[src/rtl/edge_det_multi.sv]
// edge_det_multi: multi-channel synchronised, debounced edge detector.
// Each channel emits a one-cycle pulse on a selected edge type and can latch it into a sticky flag.
//
// Parameters:
//   N_CH        number of independent channels (>=1)
//   SYNC_STAGES synchroniser flops per channel (>=2)
//   DEB_CYCLES  consecutive differing samples needed to accept a new level (>=1)
// Ports:
//   clk      system clock, posedge
//   rstn     asynchronous active-low reset
//   cin      raw asynchronous inputs, one bit per channel
//   mode     per channel [2i+1:2i]: 00 off, 01 rise, 10 fall, 11 both
//   evt_clr  per-channel sticky flag clear (level)
//   lvl      debounced level per channel
//   cout     one-cycle edge pulse per channel
//   evt      sticky event flags
//   irq      OR of all sticky flags
module edge_det_multi #(
  parameter int N_CH        = 4,
  parameter int SYNC_STAGES = 2,
  parameter int DEB_CYCLES  = 4
) (
  input  logic              clk,
  input  logic              rstn,
  input  logic [N_CH-1:0]   cin,
  input  logic [2*N_CH-1:0] mode,
  input  logic [N_CH-1:0]   evt_clr,
  output logic [N_CH-1:0]   lvl,
  output logic [N_CH-1:0]   cout,
  output logic [N_CH-1:0]   evt,
  output logic              irq
);

  localparam int CW = $clog2(DEB_CYCLES + 1);
  localparam logic [CW-1:0] CMAX = CW'(DEB_CYCLES - 1);

  for (genvar i = 0; i < N_CH; i++) begin : g_ch

    logic [SYNC_STAGES-1:0] sr;
    logic                   s;
    logic [CW-1:0]          cnt;
    logic [CW-1:0]          cnt_d;
    logic                   l;
    logic                   l_d;
    logic                   acc;
    logic                   rise;
    logic                   fall;
    logic                   p;
    logic                   p_d;
    logic                   e;
    logic                   e_d;

    always_ff @(posedge clk or negedge rstn) begin
      if (!rstn) begin
        sr <= '0;
      end else begin
        sr <= {sr[SYNC_STAGES-2:0], cin[i]};
      end
    end

    assign s = sr[SYNC_STAGES-1];

    // The counter only advances while the synchronised input disagrees
    // with the accepted level; any agreeing sample restarts it.
    always_comb begin
      cnt_d = cnt;
      l_d   = l;
      acc   = 1'b0;
      unique case (1'b1)
        (s == l): begin
          cnt_d = '0;
        end
        (s != l) && (cnt != CMAX): begin
          cnt_d = cnt + CW'(1);
        end
        (s != l) && (cnt == CMAX): begin
          cnt_d = '0;
          l_d   = s;
          acc   = 1'b1;
        end
      endcase
      rise = acc & s;
      fall = acc & ~s;
      p_d  = (rise & mode[2*i]) | (fall & mode[2*i+1]);
      // A new pulse wins over a clear arriving in the same cycle.
      if (p_d) begin
        e_d = 1'b1;
      end else if (evt_clr[i]) begin
        e_d = 1'b0;
      end else begin
        e_d = e;
      end
    end

    always_ff @(posedge clk or negedge rstn) begin
      if (!rstn) begin
        cnt <= '0;
        l   <= 1'b0;
        p   <= 1'b0;
        e   <= 1'b0;
      end else begin
        cnt <= cnt_d;
        l   <= l_d;
        p   <= p_d;
        e   <= e_d;
      end
    end

    assign lvl[i]  = l;
    assign cout[i] = p;
    assign evt[i]  = e;

  end

  assign irq = |evt;

endmodule

[config.mk]
export PLATFORM = sky130hd
export DESIGN_NAME = edge_det_multi
export DESIGN_NICKNAME = d
export VERILOG_FILES = /design/src/rtl/edge_det_multi.sv
export SDC_FILE = /design/constraint.sdc
export NUM_CORES = 1
export LEC_CHECK = 0
export BUFFER_PORTS_ARGS = -buffer_cell sky130_fd_sc_hd__clkbuf_2
export CAP_MARGIN = 0
export CORE_MARGIN = 1.5
export CORE_UTILIZATION = 55
export DETAILED_ROUTE_END_ITERATION = 7
export PLACE_DENSITY = 0.79
export SLEW_MARGIN = 20
export SYNTH_ARGS = -nofsm -noshare
export SYNTH_HDL_FRONTEND = slang
export SYNTH_SLANG_ARGS = --single-unit
[constraint.sdc]
create_clock -name clk -period 2.55 [get_ports clk]
set_input_delay 0.3825 -clock clk [delete_from_list [all_inputs] [get_ports clk]]
set_output_delay 0.3825 -clock clk [all_outputs]
set_load 0.02 [all_outputs]
Word-level counts from Yosys, hierarchy flattened
Cells that the tools add are included.

Magnitude comparators: 0. Muxes and demuxes: 16. Equal/unequal tests: 16. Reductions and logical operators: 17. Add/subtract/negate cells: 4. Bitwise operators: 24. Multipliers: 0. Divide/modulo/power cells: 0. Shifts and indexed selects: 0.

Operator list (number): case mux 3 bit (2 select lines) (4); bitwise AND 1 bit (16); adder 3 x 1 -> 3 bit (second input constant) (4); == test 3 x 2 -> 1 bit (second input constant) (4); two-way mux 1 bit (12); inequality test 3 x 2 -> 1 bit (second input constant) (4); logical AND 1 bit (8); nonzero test 2 bit (4); OR reduction 2 bit (4); == test 1 bit (4); inequality test 1 bit (4); NOT 1 bit (4); bitwise OR 1 bit (4); OR reduction 4 bit (1).

Output and inout bits: 13. Bits of input ports: 18. Flip-flop bits (word level): 32. Memories kept: 0. RAM bits: 0. ROM bits: 0. Word-level logic and storage cells: 97. Latch bits: 0.

Longest topological paths before layout
Gate-level depths: netlist of the first run.

Word-level depth: 7. Mapped depth: 4. Mapped depth without buffers: 4.

Least setup slack after synthesis of the first run
No wires, ideal clock.

Path type: reg-to-output. From: reg g_ch[1].e. To: out irq. Cell stages (with the launch flop): 2. Setup slack: 1.177 ns. Data arrival time: 0.991 ns. Data required time: 2.168 ns. Cells stage by stage: dfrtp_1 > or4_1.

Longest elaborated chain between the ends: 1.

RTL lines: start: declaration (RTL line 50) `logic e;`; start signal: assignment (RTL line 100) `e <= 1'b0;`; start signal: assignment (RTL line 105) `e <= e_d;`; OR reduction 4 bit (RTL line 115) `assign irq = |evt;`; end: declaration (RTL line 31) `output logic irq`.

Every way passes these cells.

Worst setup path in the final report of the first run
Ends and elaborated chain as after synthesis.

==> results of run 1 <==
==> stage by stage <==
| stage | std cells | hold WS, ps | instance area [um2] | util, % | setup slack (ps) |
|---|---|---|---|---|---|
| after global placement | 143 | 334 | 1390 | 62.8 | 1130 |
| after CTS | 150 | 130 | 1440 | 64.9 | 742 |
| after global routing | 150 | 131 | 1440 | 64.9 | 705 |
| after floorplan | 97 | 86.9 | 1290 | - | 1180 |
| final | 150 | 108 | 1440 | 64.9 | 767 |
| after detailed placement | 143 | 336 | 1390 | 62.8 | 1100 |
==> state kept, by name, summed over array words and instances, names as in the netlist <==
name      cells
g_ch.cnt     12
g_ch.e        4
g_ch.l        4
g_ch.p        4
g_ch.sr       8
==> worst max-delay path by stage <==
stage | endpoint | depth (start not counted)
6_report | irq | 2
5_1_grt | irq | 2
4_1_cts | irq | 2
3_5_place_dp | irq | 2
3_3_place_gp | irq | 2
2_1_floorplan | irq | 1
==> layer usage <==
layer	part of all wire, %	global-route usage, %
met3	7.3	9.20
met5	0	0
met2	49	27.6
met1	42	17.9
met4	1.3	11.8
==> area by class of cell <==
type                            count  area (um2)  share of cell area (%)
Sequential cell                    32         801                    55.7
Multi-Input combinational cell     49         389                    27.1
Timing Repair Buffer               30         150                    10.5
Clock buffer                        6        41.3                    2.87
Tap cell                           28        35.0                    2.44
Inverter                            4        15.0                    1.05
Clock inverter                      1        5.00                   0.348
==> cells by family after synthesis <==
| family | synth area share (%) |
|---|---|
| simple gates | 16.1 |
| buf+inv | 8.12 |
| xor+xnor | 2.71 |
| fa+ha+maj | 7.73 |
| mux | 3.48 |
| flops | 61.8 |
==> synthesized netlist by cell type <==
| cell type | n | area, um2 |
|---|---|---|
| nor3b_1 | 4 | 30.0 |
| inv_1 | 4 | 15.0 |
| or2b_1 | 1 | 7.51 |
| nor3_1 | 8 | 40.0 |
| nand2b_1 | 3 | 18.8 |
| xnor2_1 | 4 | 35.0 |
| nand4b_1 | 8 | 70.1 |
| mux2_2 | 4 | 45.0 |
| nand2_1 | 4 | 15.0 |
| buf_4 | 12 | 90.1 |
| dfrtp_1 | 32 | 801 |
| nand3_1 | 4 | 20.0 |
| or4_1 | 1 | 7.51 |
| ha_1 | 8 | 100 |
==> report_power, final <==
part / internal (mW) / switching, mW
combinational: 0.184 / 0.206
clock: 0.101 / 0.152
sequential: 0.625 / 0.0785
total: 0.910 / 0.437
==> critical path, delay by kind of cell (launching register included) <==
kind	cells	cell delay, ps
buffers and inverters	1	170
and+or+nand+nor	1	530
DFF	1	390
==> out/qor.yml, run 1 <==
rows: 17
cp_data_required_time_ps: 2170
cts_tree: "done"
ant_nets: 0
p_leak_nw: 0.748
startpoint_type: "register"
antenna_cells: 0
overflow: 0
clkSinkCount: 32
grt_pass1_wl_um: 3100
grt.total_usage_pct: 17.5
worstPathArrival_ps: 1400
die_x_um: 51.5
synth_area_mm2: 0.00129
ys_types: 14
wire_per_inst_um: 12.6
htree_levels: 2
cts_setup_buffers: 0
dieArea_mm2: 0.00265
viasPerCell: 5.12
io_pins: 31
worstMarginPinSlew_ps: 751
syn2layout_area_growth_pct: 10.9
coreArea_mm2: 0.00221
cts-resized-gates: 0
period_minus_slack_ps: 1780
drc: 0
num_vias: 768
final_cell_mix: "32 x dfrtp_1, 30 x clkbuf_2, 8 x nor3_1, 8 x nand4b_1, 8 x ha_1"
synth_area_per_cell_um2: 13.4
finalCritPeriodShare_pct: 69.9
grt_max_degree: 33
worstSetupPathType: "reg2out"
finalSetupTns_ps: 0
mostFrequentLayoutCell: "dfrtp_1"
maxCapViolCount: 0
slew_viol_final: 0
cts_buffers: 5
hold_viol_final: 0
power_density_mw_per_mm2: 938
setup.worst_path.end_class: "primary output"
cts-hold-fix-buffers: 0
final_net_count: 148
maxSlewHeadroom_pct: 49.9
hpwl_um: 1400
first_pass_iters: 4
fin_skew_ps: 12.2
max_freq_mhz: 561
ir_worst_vdd_v: 0.000616
clk_latency_ps: 320
finalSetupViolCount: 0
worstReg2RegStart: "g_ch[3].cnt[0]"
io_buffers: 30
power_mw: 1.35
fill_cells: 175
status: "complete, no violations"
antenna_found_initial: 0
drive_above_1_share_pct: 32.8
wl_um: 1890
r2r-end: "g_ch[3].l"
syn_inst: 97
critPathMaxStageDelay_ps: 530
clockBufferDepth: 2
syn_nets: 123
clk_pin_slew_ps: 90
ys_seq_area_share_pct: 61.8
path_max_fanout: 3
yosysWarningCount: 0
grt_pass1_vias: 748
initial_utilization_pct: 58.5
slowest_stage: "or4_1"
root_buffer: "clkbuf_4"
hold_class: "in2async"
gp_congestion: 0.722
crit_chain: "or4_1, clkbuf_2"
reg2reg_depth: 3
rsz0062_at_grt: "no"
synth_seq_cells: 32
die_y_um: 51.5
drt_iter0_markers: 3
r2r_setup_slack_ps: 1300
startpoint: "g_ch[1].e"
No activity file was read; power rests on OpenSTA's default activity.
==> run 2: changes to the inputs <==
--- a/config.mk
+++ b/config.mk
@@ -8,9 +8,9 @@
 export BUFFER_PORTS_ARGS = -buffer_cell sky130_fd_sc_hd__clkbuf_2
 export CAP_MARGIN = 0
 export CORE_MARGIN = 1.5
-export CORE_UTILIZATION = 55
+export CORE_UTILIZATION = 46
 export DETAILED_ROUTE_END_ITERATION = 7
-export PLACE_DENSITY = 0.79
+export PLACE_DENSITY = 0.7
 export SLEW_MARGIN = 20
 export SYNTH_ARGS = -nofsm -noshare
 export SYNTH_HDL_FRONTEND = slang
==> constraint.sdc (replaced) <==
create_clock -name clk -period 1.4 [get_ports clk]
set_input_delay 0.21 -clock clk [delete_from_list [all_inputs] [get_ports clk]]
set_output_delay 0.21 -clock clk [all_outputs]
set_load 0.02 [all_outputs]
==> run 2 against run 1 <==
  * The flow now finishes with violations (negative setup slack)
  * Core utilization down 7.9 points
  * Highest routed layer unchanged
  * Final cell count up 8.7%
  * Clock power up 100%
  * Non-clock buffer count up 9
  * Critical endpoint unchanged
  * Cell area up 7.7%
  * First-iteration DRC count up 100%
  * Critical path depth unchanged
  * Global-route usage down 2.8 points
  * Count of clock-buffer cells in the layout up 2
  * Total power up 91%
  * Clock skew down 8.0 ps
  * Die area up 18%
==> out/qor.yml, run 2 (synthesis results as in run 1) <==
worstPathArrival_ps: 1400  # about the same
cp_data_required_time_ps: 1190  # was 2170 ps
violations: "negative setup slack"
clk_pin_slew_ps: 80  # was 90 ps
setup.worst_path.end_class: "primary output"  # unchanged
hold_viol_final: 0  # unchanged
startpoint: "g_ch[1].e"  # unchanged
design_area_mm2: 0.00155  # was 0.00144 mm2
hpwl_um: 1510  # was 1400 um
wire_per_inst_um: 12.0  # was 12.6 um
hold_class: "in2reg"  # was in2async
fin_cells: 163  # was 150
worstReg2RegStart: "g_ch[3].cnt[0]"  # unchanged
dp_cells: 147  # was 143
status: "finished, violations left"  # was complete, no violations
dpl-instance-area_mm2: 0.00140  # was 0.00139 mm2
clkSinkCount: 32  # unchanged
layout_setup_ws_ps: -206  # was 767 ps
ir_worst_vdd_v: 0.00108  # was 0.000616 V
critPathMaxStageDelay_ps: 540  # was 530 ps
wl_um: 1960  # was 1890 um
cts_tree: "done"  # unchanged
finalCritPeriodShare_pct: 115
grt_pass1_vias: 779  # was 748
startpoint_type: "register"  # unchanged
rsz0062_at_grt: "yes"  # was no
die_y_um: 56.1  # was 51.5 um
cts_buffers: 5  # unchanged
drt_iter0_markers: 6  # was 3
root_buffer: "clkbuf_4"  # unchanged
clockBufferDepth: 2  # unchanged
coreArea_mm2: 0.00271  # was 0.00221 mm2
final_cell_mix: "32 x dfrtp_1, 29 x clkbuf_2, 8 x nor3_1, 8 x nand4b_1, 8 x ha_1"  # was 32 x dfrtp_1, 30 x clkbuf_2, 8 x nor3_1, 8 x nand4b_1, 8 x ha_1
antenna_found_initial: 0  # unchanged
final_net_count: 157  # was 148
drc: 0  # unchanged
overflow: 0  # unchanged
maxSlewHeadroom_pct: 65.3  # was 49.9%
worst_hold_slack_ps: 151  # was 108 ps
slew_viol_final: 0  # unchanged
power_mw: 2.58  # was 1.35 mW
worstSetupPathType: "reg2out"  # unchanged
crit_buf_inv: 1  # unchanged
maxCapViolCount: 0  # unchanged
dieArea_mm2: 0.00314  # was 0.00265 mm2
initial_utilization_pct: 47.8  # was 58.5%
path_max_fanout: 2  # was 3
reg_top3: "g_ch.cnt x12, g_ch.sr x8"  # unchanged
clk_latency_ps: 320  # about the same
path_depth: 2  # unchanged
gp_congestion: 0.752  # was 0.722
reg2reg_depth: 3  # unchanged
num_vias: 795  # was 768
fin_skew_ps: 4.21  # was 12.2 ps
antenna_cells: 0  # unchanged
die_x_um: 56.1  # was 51.5 um
first_pass_iters: 3  # was 4
largest_reg_flops: 12  # unchanged
mostFrequentLayoutCell: "dfrtp_1"  # unchanged
hp-start: "mode[5]"
critical_path.top_delay_family: "simple AND/OR/NAND/NOR gates"  # unchanged
ant_nets: 0  # unchanged
power_density_mw_per_mm2: 1670  # was 938 mW/mm2
max_flop_register: "g_ch.cnt"  # unchanged
worstMarginPinSlew_ps: 520  # was 751 ps
grt_pass1_wl_um: 3350  # was 3100 um
max_freq_mhz: 623
io_pins: 31  # unchanged
p_leak_nw: 0.797  # was 0.748 nW
finalSetupViolCount: 1  # was 0
io_buffers: 30  # unchanged
crit_chain: "or4_4, buf_8"  # was or4_1, clkbuf_2
slowest_stage: "or4_4"  # was or4_1
rows: 19  # was 17
syn2layout_area_growth_pct: 19.4  # was 10.9%
drive_above_1_share_pct: 34.1  # was 32.8%
htree_levels: 2  # unchanged
hold-path-cell-count: 3
period_minus_slack_ps: 1610
grt.total_usage_pct: 14.7  # was 17.5%
viasPerCell: 4.88  # was 5.12
grt_max_degree: 23  # was 33
run 2: cell count changes in the layout (fill, tap and decap cells not counted):
cell           previous run  this run
dlygate4sd3_1             0         5
or4_4                     0         1
buf_8                     0         1
or4_1                     1         0
clkbuf_2                 30        29
clkbuf_1                  1         2
clkbuf_8                  0         1
buf_4                     0         4
clkinv_2                  1         0
run 2: per-stage QoR:
stage                     setup TNS [ps]  setup WS (ps)  util [%]
after floorplan                        0            199         -
after global placement                 0            129      51.7
after detailed placement               0            123      51.7
after CTS                           -224           -224      56.7
after global routing                -259           -259      57.1
final                               -206           -206      57.1
run 2: layout make-up:
cell class / count / area [um2]
repair buffers: 39 / 240
well taps: 31 / 38.8
inverters: 4 / 15.0
multi-input cells: 49 / 393
fillers: 236 / 1160
clock buffers: 8 / 58.8
flip-flops and latches: 32 / 801
run 2: worst paths after layout:
kind                                   to  slack [ps]
setup reg to reg                g_ch[3].l         150
hold reg to reg             g_ch[2].sr[1]         350
min in group asynchronous       g_ch[2].l         400
setup / recovery                      irq        -210
max in group asynchronous  g_ch[1].cnt[0]         460
hold / removal                  g_ch[2].p         150
run 2: repair_timing:
| item | in CTS | in global routing |
|---|---|---|
| resized for setup | 3 | 1 |
| hold buffers | 5 | 0 |
| pin swaps | 0 | 0 |
| hold endpoints to repair | 25 | 0 |
| cloned | 0 | 0 |
| setup buffers | 2 | 1 |
| endpoints found under the setup margin | 1 | 1 |
run 2: routing by layer:
layer,GRT usage (%),wire (um),share of wire (%),vias to the layer above
li1,-,-,-,394
met1,16.5,817,42,373
met2,23.2,954,49,22
met3,6.51,128,6.5,6
met4,8.16,56,2.9,0
met5,0,0,0,-
run 2: where the power goes:
part | total [mW] | leakage [nW] | switching, mW | internal, mW
clock network | 0.517 | 0.0326 | 0.270 | 0.247
logic | 0.773 | 0.353 | 0.384 | 0.390
registers | 1.29 | 0.411 | 0.147 | 1.14
total | 2.58 | 0.797 | 0.801 | 1.78
run 2: worst min-delay path, delay by kind of cell:
kind / cells / cell delay [ps]
buffers and inverters: 1 / 80
AND/OR/NAND/NOR: 2 / 150
==> run 3: changes to the inputs <==
--- a/config.mk
+++ b/config.mk
@@ -7,6 +7,7 @@
 export LEC_CHECK = 0
 export BUFFER_PORTS_ARGS = -buffer_cell sky130_fd_sc_hd__clkbuf_2
 export CAP_MARGIN = 0
+export CORE_ASPECT_RATIO = 0.9
 export CORE_MARGIN = 1.5
 export CORE_UTILIZATION = 46
 export DETAILED_ROUTE_END_ITERATION = 7
==> run 3 against run 2 <==
  * The flow still finishes with violations (negative setup slack)
  * Worst hold slack worse by 12 ps
  * Final cell count decreased by 0.61%
  * First-iteration DRC count rose to 6.2 times the previous value
  * Critical path depth stayed put
  * Clock skew grew 3.3 ps
  * Via count down 1.4%
  * Sequential share of layout area up 0.34 points
  * Sequential power barely moved
  * Core utilization down 0.21 points
  * Flip-flop and latch count unchanged
  * Clock power increased by 3%
  * Critical path type unchanged
  * Critical endpoint unchanged
  * Largest cell class unchanged
==> out/qor.yml, run 3 (synthesis results as in run 1) <==
power_mw: 2.55  # was 2.58 mW
io_buffers: 30  # unchanged
antenna_cells: 0  # unchanged
finalSetupViolCount: 1  # unchanged
grt_pass1_wl_um: 3150  # was 3350 um
clk_pin_slew_ps: 90  # was 80 ps
hold_viol_final: 0  # unchanged
dp_worst_setup_slack_ps: 147  # was 123 ps
wire_per_inst_um: 11.5  # was 12.0 um
wl_um: 1860  # was 1960 um
clk_latency_ps: 330  # was 320 ps
die_x_um: 58.9  # was 56.1 um
syn2layout_area_growth_pct: 18.6  # was 19.4%
dieArea_mm2: 0.00314  # about the same
cts_buffers: 5  # unchanged
startpoint_type: "register"  # unchanged
hpwl_um: 1410  # was 1510 um
grt_pass1_vias: 739  # was 779
num_vias: 784  # was 795
cts_tree: "done"  # unchanged
viasPerCell: 4.84  # was 4.88
fin_cells: 162  # was 163
rsz0062_at_grt: "yes"  # unchanged
drc: 0  # unchanged
overflow: 0  # unchanged
crit_chain: "or4_1, buf_4"  # was or4_4, buf_8
ant_nets: 0  # unchanged
slowest_stage: "or4_1"  # was or4_4
clockBufferDepth: 2  # unchanged
largest_reg_flops: 12  # unchanged
drt_iter0_markers: 37  # was 6
final_cell_mix: "32 x dfrtp_1, 29 x clkbuf_2, 8 x nor3_1, 8 x nand4b_1, 8 x ha_1"  # unchanged
worst_hold_slack_ps: 139  # was 151 ps
clkSinkCount: 32  # unchanged
die_y_um: 53.3  # was 56.1 um
maxSlewHeadroom_pct: 67.6  # was 65.3%
layout_setup_ws_ps: -183  # was -206 ps
first_pass_iters: 4  # was 3
reg_top3: "g_ch.cnt x12, g_ch.sr x8"  # unchanged
p_leak_nw: 0.801  # was 0.797 nW
drive_above_1_share_pct: 34.8  # was 34.1%
path_max_fanout: 2  # unchanged
hold_class: "in2reg"  # unchanged
design_area_mm2: 0.00154  # was 0.00155 mm2
dp_cells: 146  # was 147
coreArea_mm2: 0.00270  # was 0.00271 mm2
max_freq_mhz: 632  # was 623 MHz
worstMarginPinSlew_ps: 486  # was 520 ps
p_comb_share_pct: 29.0  # was 30.0%
finalCritPeriodShare_pct: 113  # was 115%
maxCapViolCount: 0  # unchanged
worstPathArrival_ps: 1370  # was 1400 ps
ir_worst_vdd_v: 0.000844  # was 0.00108 V
max_flop_register: "g_ch.cnt"  # unchanged
fin_skew_ps: 7.46  # was 4.21 ps
power_density_mw_per_mm2: 1660  # was 1670 mW/mm2
period_minus_slack_ps: 1580  # was 1610 ps
sw_frac_of_total_pct: 31.7  # was 31.1%
final_net_count: 157  # unchanged
p_int_mw: 1.74  # was 1.78 mW
violations: "negative setup slack"  # unchanged
grt.total_usage_pct: 14.4  # was 14.7%
setup.worst_path.end_class: "primary output"  # unchanged
pwr-share-seq_pct: 50.1  # was 49.9%
finalSetupTns_ps: -183  # was -206 ps
status: "finished, violations left"  # unchanged
root_buffer: "clkbuf_4"  # unchanged
dpl-instance-area_mm2: 0.00140  # about the same
htree_levels: 2  # unchanged
io_pins: 31  # unchanged
mostFrequentLayoutCell: "dfrtp_1"  # unchanged
gp_congestion: 0.707  # was 0.752
worstSetupPathType: "reg2out"  # unchanged
cp_data_required_time_ps: 1190  # about the same
rows: 18  # was 19
antenna_found_initial: 0  # unchanged
slew_viol_final: 0  # unchanged
initial_utilization_pct: 47.9  # was 47.8%
critPathMaxStageDelay_ps: 510  # was 540 ps
power.switching_mw: 0.808  # was 0.801 mW
clkPwrFrac_pct: 20.9  # was 20.1%
grt_max_degree: 22  # was 23
post-route-util_pct: 56.9  # was 57.1%
run 3: cell types whose count changed in the layout (fill, tap and decap cells not counted):
cell	delta
clkbuf_1	-2
clkinv_2	+2
buf_4	+1
buf_8	-1
or4_1	+1
or4_4	-1
run 3: critical path, delay by kind of cell, from the launching register on:
kind                   cells  cell delay, ps
buffers and inverters      1             170
flip-flops                 1             380
AND/OR/NAND/NOR            1             510
run 3: cell type report:
class | instances | area [um2]
fillers | 233 | 1170
flip-flops and latches | 32 | 801
multi-input cells | 49 | 389
repair buffers | 39 | 233
clock buffers | 6 | 51.3
well taps | 30 | 37.5
inverters | 4 | 15.0
clock inverters | 2 | 10.0
run 3: layer usage:
metal	track usage, %	part of all wire (%)	vias to the layer above
li1	-	-	394
met1	16.4	44	361
met2	22.0	47	22
met3	7.58	7.0	7
met4	6.82	2.2	0
met5	0	0	-
run 3: path summary, 6_finish.rpt:
check                                  to  cells after the start  slack (ps)            from
max                                   irq                      2        -180       g_ch[1].e
min                             g_ch[2].p                      3         140         mode[5]
max reg2reg                     g_ch[3].l                      3         150  g_ch[3].cnt[0]
min reg2reg                 g_ch[3].sr[1]                      0         360   g_ch[3].sr[0]
max in group asynchronous  g_ch[0].cnt[1]                      3         490            rstn
min in group asynchronous  g_ch[3].cnt[2]                      2         360            rstn
run 3: repair_timing:
item	4_1_cts	5_1_grt
hold endpoints to repair	24	0
endpoints found under the setup margin	1	1
gates cloned	0	0
resized for setup	1	1
hold buffers	5	0
pin swaps	0	0
buffers inserted	3	0
run 3: power groups by stage:
stage | clock [mW] | sequential, mW | combinational [mW]
final | 0.532 | 1.28 | 0.740
after global routing | 0.593 | 1.31 | 0.830
after CTS | 0.559 | 1.28 | 0.755
after detailed placement | 0 | 1.30 | 0.719
after global placement | 0 | 1.29 | 0.683
after floorplan | 0 | 1.27 | 0.630
